## config.mk

```make
export PLATFORM = sky130hd
export DESIGN_NAME = demux_1to4
export DESIGN_NICKNAME = d
export VERILOG_FILES = /design/src/rtl/demux_1to4.sv
export SDC_FILE = /design/constraint.sdc
export NUM_CORES = 1
export LEC_CHECK = 0
export CAP_MARGIN = 20
export CORE_MARGIN = 10
export CORE_UTILIZATION = 44
export CTS_BUF_LIST = sky130_fd_sc_hd__clkbuf_4 sky130_fd_sc_hd__clkbuf_8
export CTS_CLUSTER_SIZE = 30
export DETAILED_ROUTE_END_ITERATION = 6
export GPL_TIMING_DRIVEN = 0
export PLACE_DENSITY = 0.82
export RECOVER_POWER = 50
export REMOVE_ABC_BUFFERS = 1
export SYNTH_ARGS = -nofsm -noshare
export SYNTH_HDL_FRONTEND = slang
export SYNTH_SLANG_ARGS = --single-unit
export TNS_END_PERCENT = 1
```

## constraint.sdc

```tcl
create_clock -name clock -period 1.41 [get_ports clock]
set_clock_uncertainty 0.1 [all_clocks]
set_input_delay 0.141 -clock clock [delete_from_list [all_inputs] [get_ports clock]]
set_output_delay 0.141 -clock clock [all_outputs]
set_load 0.02 [all_outputs]
```

## src/rtl/demux_1to4.sv

```systemverilog
// Registered 1-to-4 demultiplexer with one-hot lane report and a saturating
// counter of select changes. All outputs come straight from flops.
module demux_1to4 #(
  parameter int WIDTH = 1,
  parameter int CNT_W = 8
) (
  output logic [WIDTH-1:0] saida_A,
  output logic [WIDTH-1:0] saida_B,
  output logic [WIDTH-1:0] saida_C,
  output logic [WIDTH-1:0] saida_D,
  input  logic [WIDTH-1:0] entrada,
  input  logic [1:0]       sel,
  input  logic             clock,
  input  logic             reset,
  input  logic             en,
  output logic [3:0]       lane,
  output logic [CNT_W-1:0] sel_changes
);

  logic [WIDTH-1:0] saida_q [4];
  logic [WIDTH-1:0] saida_d [4];
  logic [3:0]       lane_q;
  logic [3:0]       lane_d;
  logic [1:0]       last_sel_q;
  logic [CNT_W-1:0] cnt_q;
  logic [CNT_W-1:0] cnt_d;

  always_comb begin
    lane_d = 4'b0001 << sel;
    cnt_d  = cnt_q;
    // Saturate rather than wrap so a long-running debug count never looks small.
    if ((sel != last_sel_q) && (cnt_q != {CNT_W{1'b1}})) begin
      cnt_d = cnt_q + CNT_W'(1);
    end
  end

  genvar gi;
  generate
    for (gi = 0; gi < 4; gi++) begin : g_lane
      assign saida_d[gi] = lane_d[gi] ? entrada : '0;

      always_ff @(posedge clock or posedge reset) begin
        if (reset) begin
          saida_q[gi] <= '0;
        end else if (en) begin
          saida_q[gi] <= saida_d[gi];
        end
      end
    end
  endgenerate

  // lane resets to A so it stays one-hot and consistent with last_sel = 00.
  always_ff @(posedge clock or posedge reset) begin
    if (reset) begin
      lane_q     <= 4'b0001;
      last_sel_q <= 2'b00;
      cnt_q      <= '0;
    end else if (en) begin
      lane_q     <= lane_d;
      last_sel_q <= sel;
      cnt_q      <= cnt_d;
    end
  end

  assign saida_A     = saida_q[0];
  assign saida_B     = saida_q[1];
  assign saida_C     = saida_q[2];
  assign saida_D     = saida_q[3];
  assign lane        = lane_q;
  assign sel_changes = cnt_q;

endmodule

```

==> results.toml <==
[global_routing]
grt_overflow_total = 0
antenna_found_initial = 0
grt_usage_pct = 9.29
grt_start_max_net_pins = 19
grt_pass1_vias = 642
grt_pass1_wl_um = 3050

[clocking]
tritoncts = "built"
cts-root-buf = "clkbuf_4"
cts_buffer_depth = 2
clkLatencyLatePin_ns = 0.30
numCtsBuffers = 3
cts_num_sinks = 18
path_clk_slew_ns = 0.10
cts_max_level = 1

[worst_setup_path]
max_stage_delay_ns = 0.42
crit_fanout = 7
cp.arrival_ns = 1.67
worstSetupStartpointType = "flip-flop"
r2r_end = "sel_changes[4]"
slowest_stage = "dfrtp_1"
worstSetupStartpoint = "last_sel_q[1]"
r2r_slack_ns = -0.18
worstPathCellList = "xnor2_2, a21boi_4, nand4_1, mux2_4"
worstPathRequired_ns = 1.49
r2r_start = "last_sel_q[1]"
critPathKind = "flip-flop to flip-flop"
r2r_cells = 4
end_kind = "flip-flop"

[sta]
finalSetupViolations = 6
finalCritPeriodShare_pct = 113
finalHoldViolations = 0
rsz0062_at_grt = "yes"
setup-tns-final_ns = -0.561
fin_hold_ws_ns = 0.260
period_minus_slack_ns = 1.59
drv_slew = 0
fmax_mhz = 630
max_slew_margin_pct = 57.2
tightestPinTransition_ns = 0.641
fin_ws_ns = -0.178

[synth]
yosysWarnings = 0
muxShareOfSynthArea_pct = 5.53
syn_avg_cell_area_um2 = 10.6
yosysSeqAreaShare_pct = 55.5
synth-seq-cells = 18
synth_top_family_by_area = "compound AO/OA/AOI/OAI gates"
synth-simple-area-share_pct = 11.8
netlist_area_um2 = 815
synthFlopType = "dfrtp_1"
synthAdderAreaFrac_pct = 1.54
synth-edff-count = 0
synth_compound_area_share_pct = 15.2
synth_cells = 77
ys_async_sr_fraction_pct = 100
synth_cell_types = 26
synthXorXnorAreaFrac_pct = 4.30

[floorplan]
io_pins = 22
dieWidth_um = 63.0
start_util_pct = 46.7
dieHeight_um = 63.0
rows = 15
core_um2 = 1750
die-area_um2 = 3970

[placement]
placed_cells = 121
gp_congestion = 0.814
dpl.hpwl_um = 1300
placed_cell_area_um2 = 1050
port_buffers = 21
place_ws_ns = -0.627

[worst_hold_path]
min_path_type = "input pin to async pin"

[finish]
nNetsFinal = 114
final_common_cell = "dlygate4sd2_1"
design_area_um2 = 1140
final_cells = 131
fillCellCount = 143
post-route-util_pct = 65.3
synthToLayoutAreaGrowth_pct = 39.9
most-common-layout-cells = "17 x dlygate4sd2_1, 14 x dfrtp_1, 10 x inv_1, 6 x nand2_1, 6 x buf_4"
insertedDiodeCount = 0
drive_gt1_share_pct = 21.7

[routing]
totalWireLength_um = 1910
ant_nets = 0
drt_iter0_markers = 15
routed_via_density = 5.21
drtPass1Iterations = 5
dr_total_vias = 682
drc = 0
wire_per_inst_um = 14.5

[run_status]
status = "finished with violations"
violations = "setup timing"

[power_and_ir_drop]
p_leak_nw = 0.557
finalPower_mw = 1.78
vdd_drop_max_v = 0.00110
powerDensity_nw_per_um2 = 1560

[job]
cap_violations = 0
layout make-up:
cell class	instances	area (um2)	share of cell area, %
Timing Repair Buffer	27	229	20.1
Tap cell	25	31.3	2.74
Clock buffer	4	36.3	3.18
Sequential cell	18	455	40.0
Inverter	11	41.3	3.62
Multi-Input combinational cell	46	347	30.4
Yosys cell counts, drive strengths merged, types with 2 or more instances:
cell | count | area [um2]
inv | 11 | 41.3
nand2b | 2 | 12.5
nand3 | 3 | 15.0
mux2 | 4 | 45.0
xnor2 | 3 | 26.3
nand4 | 3 | 18.8
o22ai | 5 | 31.3
a21oi | 2 | 10.0
nand2 | 6 | 22.5
dfrtp | 17 | 425
o21ai | 4 | 20.0
a31oi | 3 | 18.8
nor2 | 2 | 7.51
power by group:
group,internal (mW),total (mW),switching (mW)
Clock,0.158,0.308,0.150
Sequential,0.638,0.802,0.164
Combinational,0.326,0.668,0.342
registers in the layout, indices dropped and copies added (netlist names):
name and flops:
saida_D 1, saida_C 1, last_sel_q 2, saida_A 1
saida_B 1, lane 4, sel_changes 8
worst max path at each step:
stage / to / cells after the start
3_3_place_gp: sel_changes[1] / 4
5_1_grt: sel_changes[4] / 4
2_1_floorplan: sel_changes[1] / 4
4_1_cts: sel_changes[1] / 4
3_5_place_dp: sel_changes[1] / 4
6_report: sel_changes[4] / 4
per-layer routing:
metal / track usage, % / part of all wire [%]
met1: 9.92 / 39
met4: 5.31 / 2.9
met2: 15.4 / 52
met3: 3.41 / 5.7
met5: 0 / 0
cell families after synthesis:
family,count (synthesis)
DFF,18
muxes,4
adders and majority gates,1
buffers and inverters,13
xor gates and xnor gates,4
AOI/OAI and AO/OA,18
and+or+nand+nor,19
what timing repair did:
item | CTS | global route
setup endpoints to repair | 24 | 13
pin swaps | 1 | 4
hold buffers | 0 | 0
setup buffers | 2 | 4
endpoints found under the hold margin | 0 | 0
gates resized for setup | 23 | 9
worst max-delay path: cells and delay by family (launching register included):
kind                      cells  cell delay, ns
and+or+nand+nor               1            0.20
DFF                           1            0.42
muxes                         1            0.33
xor gates and xnor gates      1            0.16
AOI/OAI and AO/OA             1            0.25
Note: power is estimated with default switching activity, not from simulation.
==> RTL edit 1 (config.mk and constraints unchanged) <==
Change the parameter `CNT_W` from 8 to 7.
--- a/src/rtl/demux_1to4.sv
+++ b/src/rtl/demux_1to4.sv
@@ -2,7 +2,7 @@
 // counter of select changes. All outputs come straight from flops.
 module demux_1to4 #(
   parameter int WIDTH = 1,
-  parameter int CNT_W = 8
+  parameter int CNT_W = 7
 ) (
   output logic [WIDTH-1:0] saida_A,
   output logic [WIDTH-1:0] saida_B,
Ports: changed (resized sel_changes); port bits go from 22 to 21. No check against the original RTL was run, so the function may have changed too.
==> RTL edit 1 against the original RTL <==
- the flow still finishes with violations (setup timing)
- critical path depth unchanged
- sequential cell count down 1
- area after synthesis down 5.8%
- setup slack better by 0.096 ns
- final area down 7.1%
- power down 1.7%
- routed wire length down 15%
- hold slack worse by 0.14 ns
==> RTL edit 1: results (changes against the original RTL) <==
[run_status]
status=complete, but fails checks
violations=setup timing

[pwr]
max-vdd-ir-drop_mv=0.8678  ; -21%
cellLeakagePower_nw=0.5267  ; -5.4%
power.density_nw_per_um2=1650  ; +5.8%

[route]
first_pass_iters=4  ; -1
wl_mm=1.625  ; -15%
drtIter0Drc=13  ; -2
wl_per_cell_um=14.64  ; +0.67%

[grt]
grt_max_degree=18  ; -1
grt_use_total=0.08116  ; -0.01177

[placed_design]
dpl-instance-area_um2=984.7  ; -6.0%
dp_worst_setup_slack_ns=-0.4096  ; +0.2175 ns
gp_congestion=0.7205  ; -12%

[setup_path]
timing.rr.start=sel_changes[1]
r2r_end=sel_changes[1]
ff2ff_setup_slack_ns=-0.08  ; +0.10 ns

[sta]
fin_ws_ns=-0.08260  ; +0.09566 ns
slew_headroom=0.5774  ; +0.005128
tns_ns=-0.1273  ; +0.4339 ns
finalSetupViolCount=2  ; -4

[layout]
clock_area_frac=0.02600  ; -0.005829
seq_share=0.4043  ; +0.004691
fill_cells=125  ; -13%
layout-drive-gt1-share=0.2979  ; +0.08089

[yosys]
yosysUniqueCellTypes=21  ; -19%
synth_seq_cells=17  ; -1
yosys-top-cells-area=dfrtp_1 52%, xor2_1 6.9%, o22ai_1 6.5%, inv_1 5.4%, nor3_2 3.9%

[floorplanning]
die_area_um2=3813  ; -4.0%

[min_path]
min_path_type=in2reg

RTL edit 1: changes by cell type in the layout (fill, tap and decap cells not counted), moves of 3 or more:
cell	delta
a31oi_1	-3
dlygate4sd2_1	-5
nand2_1	-3
nand4_1	-3
nor3_2	+3
o21ai_0	-3
o22ai_1	+3
xor2_1	+4
RTL edit 1: per-layer routing:
metal	share of wire	routed length [um]	up-vias	global-route usage
met3	0.034	55	6	0.02033
met5	0	0	-	0
li1	-	-	275	-
met1	0.40	651	284	0.08970
met4	0.025	40	0	0.06688
met2	0.54	877	13	0.1288
RTL edit 1: worst min path at each step:
stage	end	startpoint	slack, ns
floorplan	lane[1]	reset	-0.03
global placement	lane[0]	lane[0]	0.37
detailed placement	sel_changes[4]	sel_changes[4]	0.38
CTS	sel_changes[3]	reset	0.15
global route	lane[0]	sel[1]	0.12
finish	lane[0]	sel[1]	0.12
RTL edit 1: cell families (layout without fill, tap and decap cells):
logic type	count (synthesis)	in the layout	synth area share
flip-flops	17	17	0.5563
AND/OR/NAND/NOR	15	15	0.1419
adder cells (fa/ha/maj)	1	1	0.01631
XOR/XNOR	7	7	0.08973
multiplexers	2	2	0.03425
AO/OA/AOI/OAI	11	11	0.1028
buffers and inverters	12	41	0.05872
RTL edit 1: power by group:
group | leakage [nW] | internal, W | switching [W]
logic | 0.300 | 0.000363 | 0.000376
clock network | 0.0177 | 0.000106 | 0.000158
registers | 0.209 | 0.000616 | 0.000127
RTL edit 1: what timing repair did:
action | 4_1_cts | 5_1_grt
endpoints found under the setup margin | 20 | 7
pin swaps | 0 | 4
hold buffers | 0 | 0
buffers inserted | 0 | 6
gates resized for setup | 18 | 10
==> RTL edit 2 (config.mk and constraints unchanged) <==
Made on the original files. Register the inputs `entrada`, `sel` and `en` before use, without a reset. The logic sees them one clock later.
--- a/src/rtl/demux_1to4.sv
+++ b/src/rtl/demux_1to4.sv
@@ -17,6 +17,16 @@
   output logic [CNT_W-1:0] sel_changes
 );
 
+  logic [WIDTH-1:0] entrada_q;
+  logic [1:0] sel_q;
+  logic en_q;
+
+  always_ff @(posedge clock) begin
+    entrada_q <= entrada;
+    sel_q     <= sel;
+    en_q      <= en;
+  end
+
   logic [WIDTH-1:0] saida_q [4];
   logic [WIDTH-1:0] saida_d [4];
   logic [3:0]       lane_q;
@@ -26,10 +36,10 @@
   logic [CNT_W-1:0] cnt_d;
 
   always_comb begin
-    lane_d = 4'b0001 << sel;
+    lane_d = 4'b0001 << sel_q;
     cnt_d  = cnt_q;
     // Saturate rather than wrap so a long-running debug count never looks small.
-    if ((sel != last_sel_q) && (cnt_q != {CNT_W{1'b1}})) begin
+    if ((sel_q != last_sel_q) && (cnt_q != {CNT_W{1'b1}})) begin
       cnt_d = cnt_q + CNT_W'(1);
     end
   end
@@ -37,12 +47,12 @@
   genvar gi;
   generate
     for (gi = 0; gi < 4; gi++) begin : g_lane
-      assign saida_d[gi] = lane_d[gi] ? entrada : '0;
+      assign saida_d[gi] = lane_d[gi] ? entrada_q : '0;
 
       always_ff @(posedge clock or posedge reset) begin
         if (reset) begin
           saida_q[gi] <= '0;
-        end else if (en) begin
+        end else if (en_q) begin
           saida_q[gi] <= saida_d[gi];
         end
       end
@@ -55,9 +65,9 @@
       lane_q     <= 4'b0001;
       last_sel_q <= 2'b00;
       cnt_q      <= '0;
-    end else if (en) begin
+    end else if (en_q) begin
       lane_q     <= lane_d;
-      last_sel_q <= sel;
+      last_sel_q <= sel_q;
       cnt_q      <= cnt_d;
     end
   end
Check against the original RTL: not equivalent (Yosys sat finds a counterexample within 4 cycles, from zero or initial values and one cycle with reset high).
==> RTL edit 2 against the original RTL <==
- the run still ends with setup timing left
- count of clock-buffer cells in the layout stayed put
- cell count increased by 5.3%
- synthesized cell count is 5.2% higher
- final area up 9.6%
- utilization down 1.0 points
- area after synthesis increased by 8.8%
- sequential cell count rose by 4
- combinational power increased by 6.0%
- setup slack improved by 0.032 ns
- routed wire length up 2.5%
- fmax is 2.1% higher
- largest cell class unchanged
- power rose by 9.7%
==> RTL edit 2: results (changes against the original RTL) <==
[run_status]
status=complete, but fails checks
violations=setup timing

[yosys]
yosysUniqueCellTypes=25  ; -3.8%
yosys-top-cells-area=dfrtp_1 48%, dfxtp_1 9.0%, inv_1 4.7%, mux2_1 3.8%, o22ai_1 3.5%
synth-async-reset-ratio=0.8182  ; -0.1818
synth_commonest_cells=17 x dfrtp_1, 11 x inv_1, 6 x nand2_1
synth.area.mux_share=0.05085  ; -0.004452
synth_compound_area_frac=0.1229  ; -0.02919
synth_xor_area_frac=0.03955  ; -0.003463
synth-seq-area-share=0.6003  ; +0.04575
synthAdderAreaFrac=0.01412  ; -0.001237

[pwr]
max-vdd-ir-drop_mv=0.9448  ; -14%
internal_power_w=0.001251  ; +12%
cellLeakagePower_nw=0.5964  ; +7.1%

[sta]
finalSetupViolCount=8  ; +2
slew_headroom=0.5451  ; -0.02717
fin_ws_ns=-0.1460  ; +0.03230 ns

[route]
drtIter0Drc=28  ; +13
wl_per_cell_um=14.14  ; -2.7%
first_pass_iters=4  ; -1
vias=687  ; +0.73%

[layout]
num-nets-final=119  ; +4.4%
layout-drive-gt1-share=0.2793  ; +0.06230
antenna_cells=0  ; unchanged

[setup_path]
max_stage_delay_ns=0.44  ; +0.02 ns
slowest_stage=dfrtp_2
cp_max_fo=4  ; -3

[min_path]
min_path_type=in2async

[placed_design]
dp_hpwl_mm=1.358  ; +4.3%
gp_congestion=0.7631  ; -6.3%
dpl-instance-area_um2=1115  ; +6.5%
portBuffers=21  ; unchanged

[cts]
insertion_delay_ns=0.31
path_clk_slew_ns=0.12  ; +0.02 ns
cts_buffers=3  ; unchanged
cts_max_level=1  ; unchanged

[grt]
grt_use_total=0.09132  ; -0.001606
grt_pass1_vias=701  ; +9.2%
antenna_found_initial=0  ; unchanged

RTL edit 2: cell types whose count changed after synthesis, sizes merged:
cell,unedited run,this run
o211ai,1,0
xor2,1,3
xnor2,3,1
and3,1,0
nand4,3,4
clkbuf,1,2
o221a,0,1
a21boi,1,0
dfxtp,0,4
RTL edit 2: metrics by stage:
step	std cells	total power (W)	worst slack, ns	TNS [ns]	utilization
floorplan	78	0.001212	-0.3123	-0.9119	-
global placement	126	0.001479	-0.2626	-0.9031	0.5741
detailed placement	126	0.001523	-0.3231	-1.311	0.5741
CTS	133	0.001885	-0.2084	-0.5949	0.6147
global route	138	0.002068	-0.1788	-1.111	0.6430
finish	138	0.001951	-0.1460	-0.7336	0.6430
RTL edit 2: power by group through the flow:
stage / clock network [W] / logic (W) / registers, W
after floorplan: 0 / 0.000195 / 0.00102
after CTS: 0.000323 / 0.000653 / 0.000909
final: 0.000319 / 0.000708 / 0.000923
after global routing: 0.000345 / 0.000771 / 0.000952
after global placement: 0 / 0.000576 / 0.000903
after detailed placement: 0 / 0.000604 / 0.000918
RTL edit 2: cell families (layout without fill, tap and decap cells):
family,count (synthesis),count (layout)
buffers and inverters,14,44
DFF,22,22
adders and majority gates,1,1
AOI/OAI and AO/OA,17,17
muxes,4,4
and+or+nand+nor,19,19
xor gates and xnor gates,4,4
RTL edit 2: cell type report:
| type | count | area, um^2 |
|---|---|---|
| clock buffer | 4 | 30.03 |
| tap | 27 | 33.78 |
| fill | 169 | 693.2 |
| timing repair buffer | 29 | 252.7 |
| sequential | 22 | 543.0 |
| multi-input combinational | 45 | 347.8 |
| inverter | 11 | 41.29 |
RTL edit 2: worst paths after layout:
path | from | end | slack, ns | cells after the start
max | sel_changes[1] | sel_changes[1] | -0.15 | 4
min | reset | sel_changes[0] | 0.25 | 2
max reg2reg | sel_changes[1] | sel_changes[1] | -0.15 | 4
min reg2reg | entrada_q | saida_D | 0.41 | 2
max in group asynchronous | reset | sel_changes[5] | 0.48 | 2
min in group clock | sel[1] | sel_q[1] | 0.26 | 1
RTL edit 2: repair_timing:
action / CTS / global route
pin swaps: 2 / 6
endpoints found under the setup margin: 24 / 13
setup buffers: 3 / 5
hold endpoints to repair: 0 / 0
gates resized for setup: 27 / 8
RTL edit 2: metal layers:
layer	up-vias	track usage	part of all wire
li1	338	-	-
met1	320	0.08809	0.39
met2	26	0.1564	0.49
met3	3	0.04811	0.11
met4	0	0.04545	0.016
met5	-	0	0
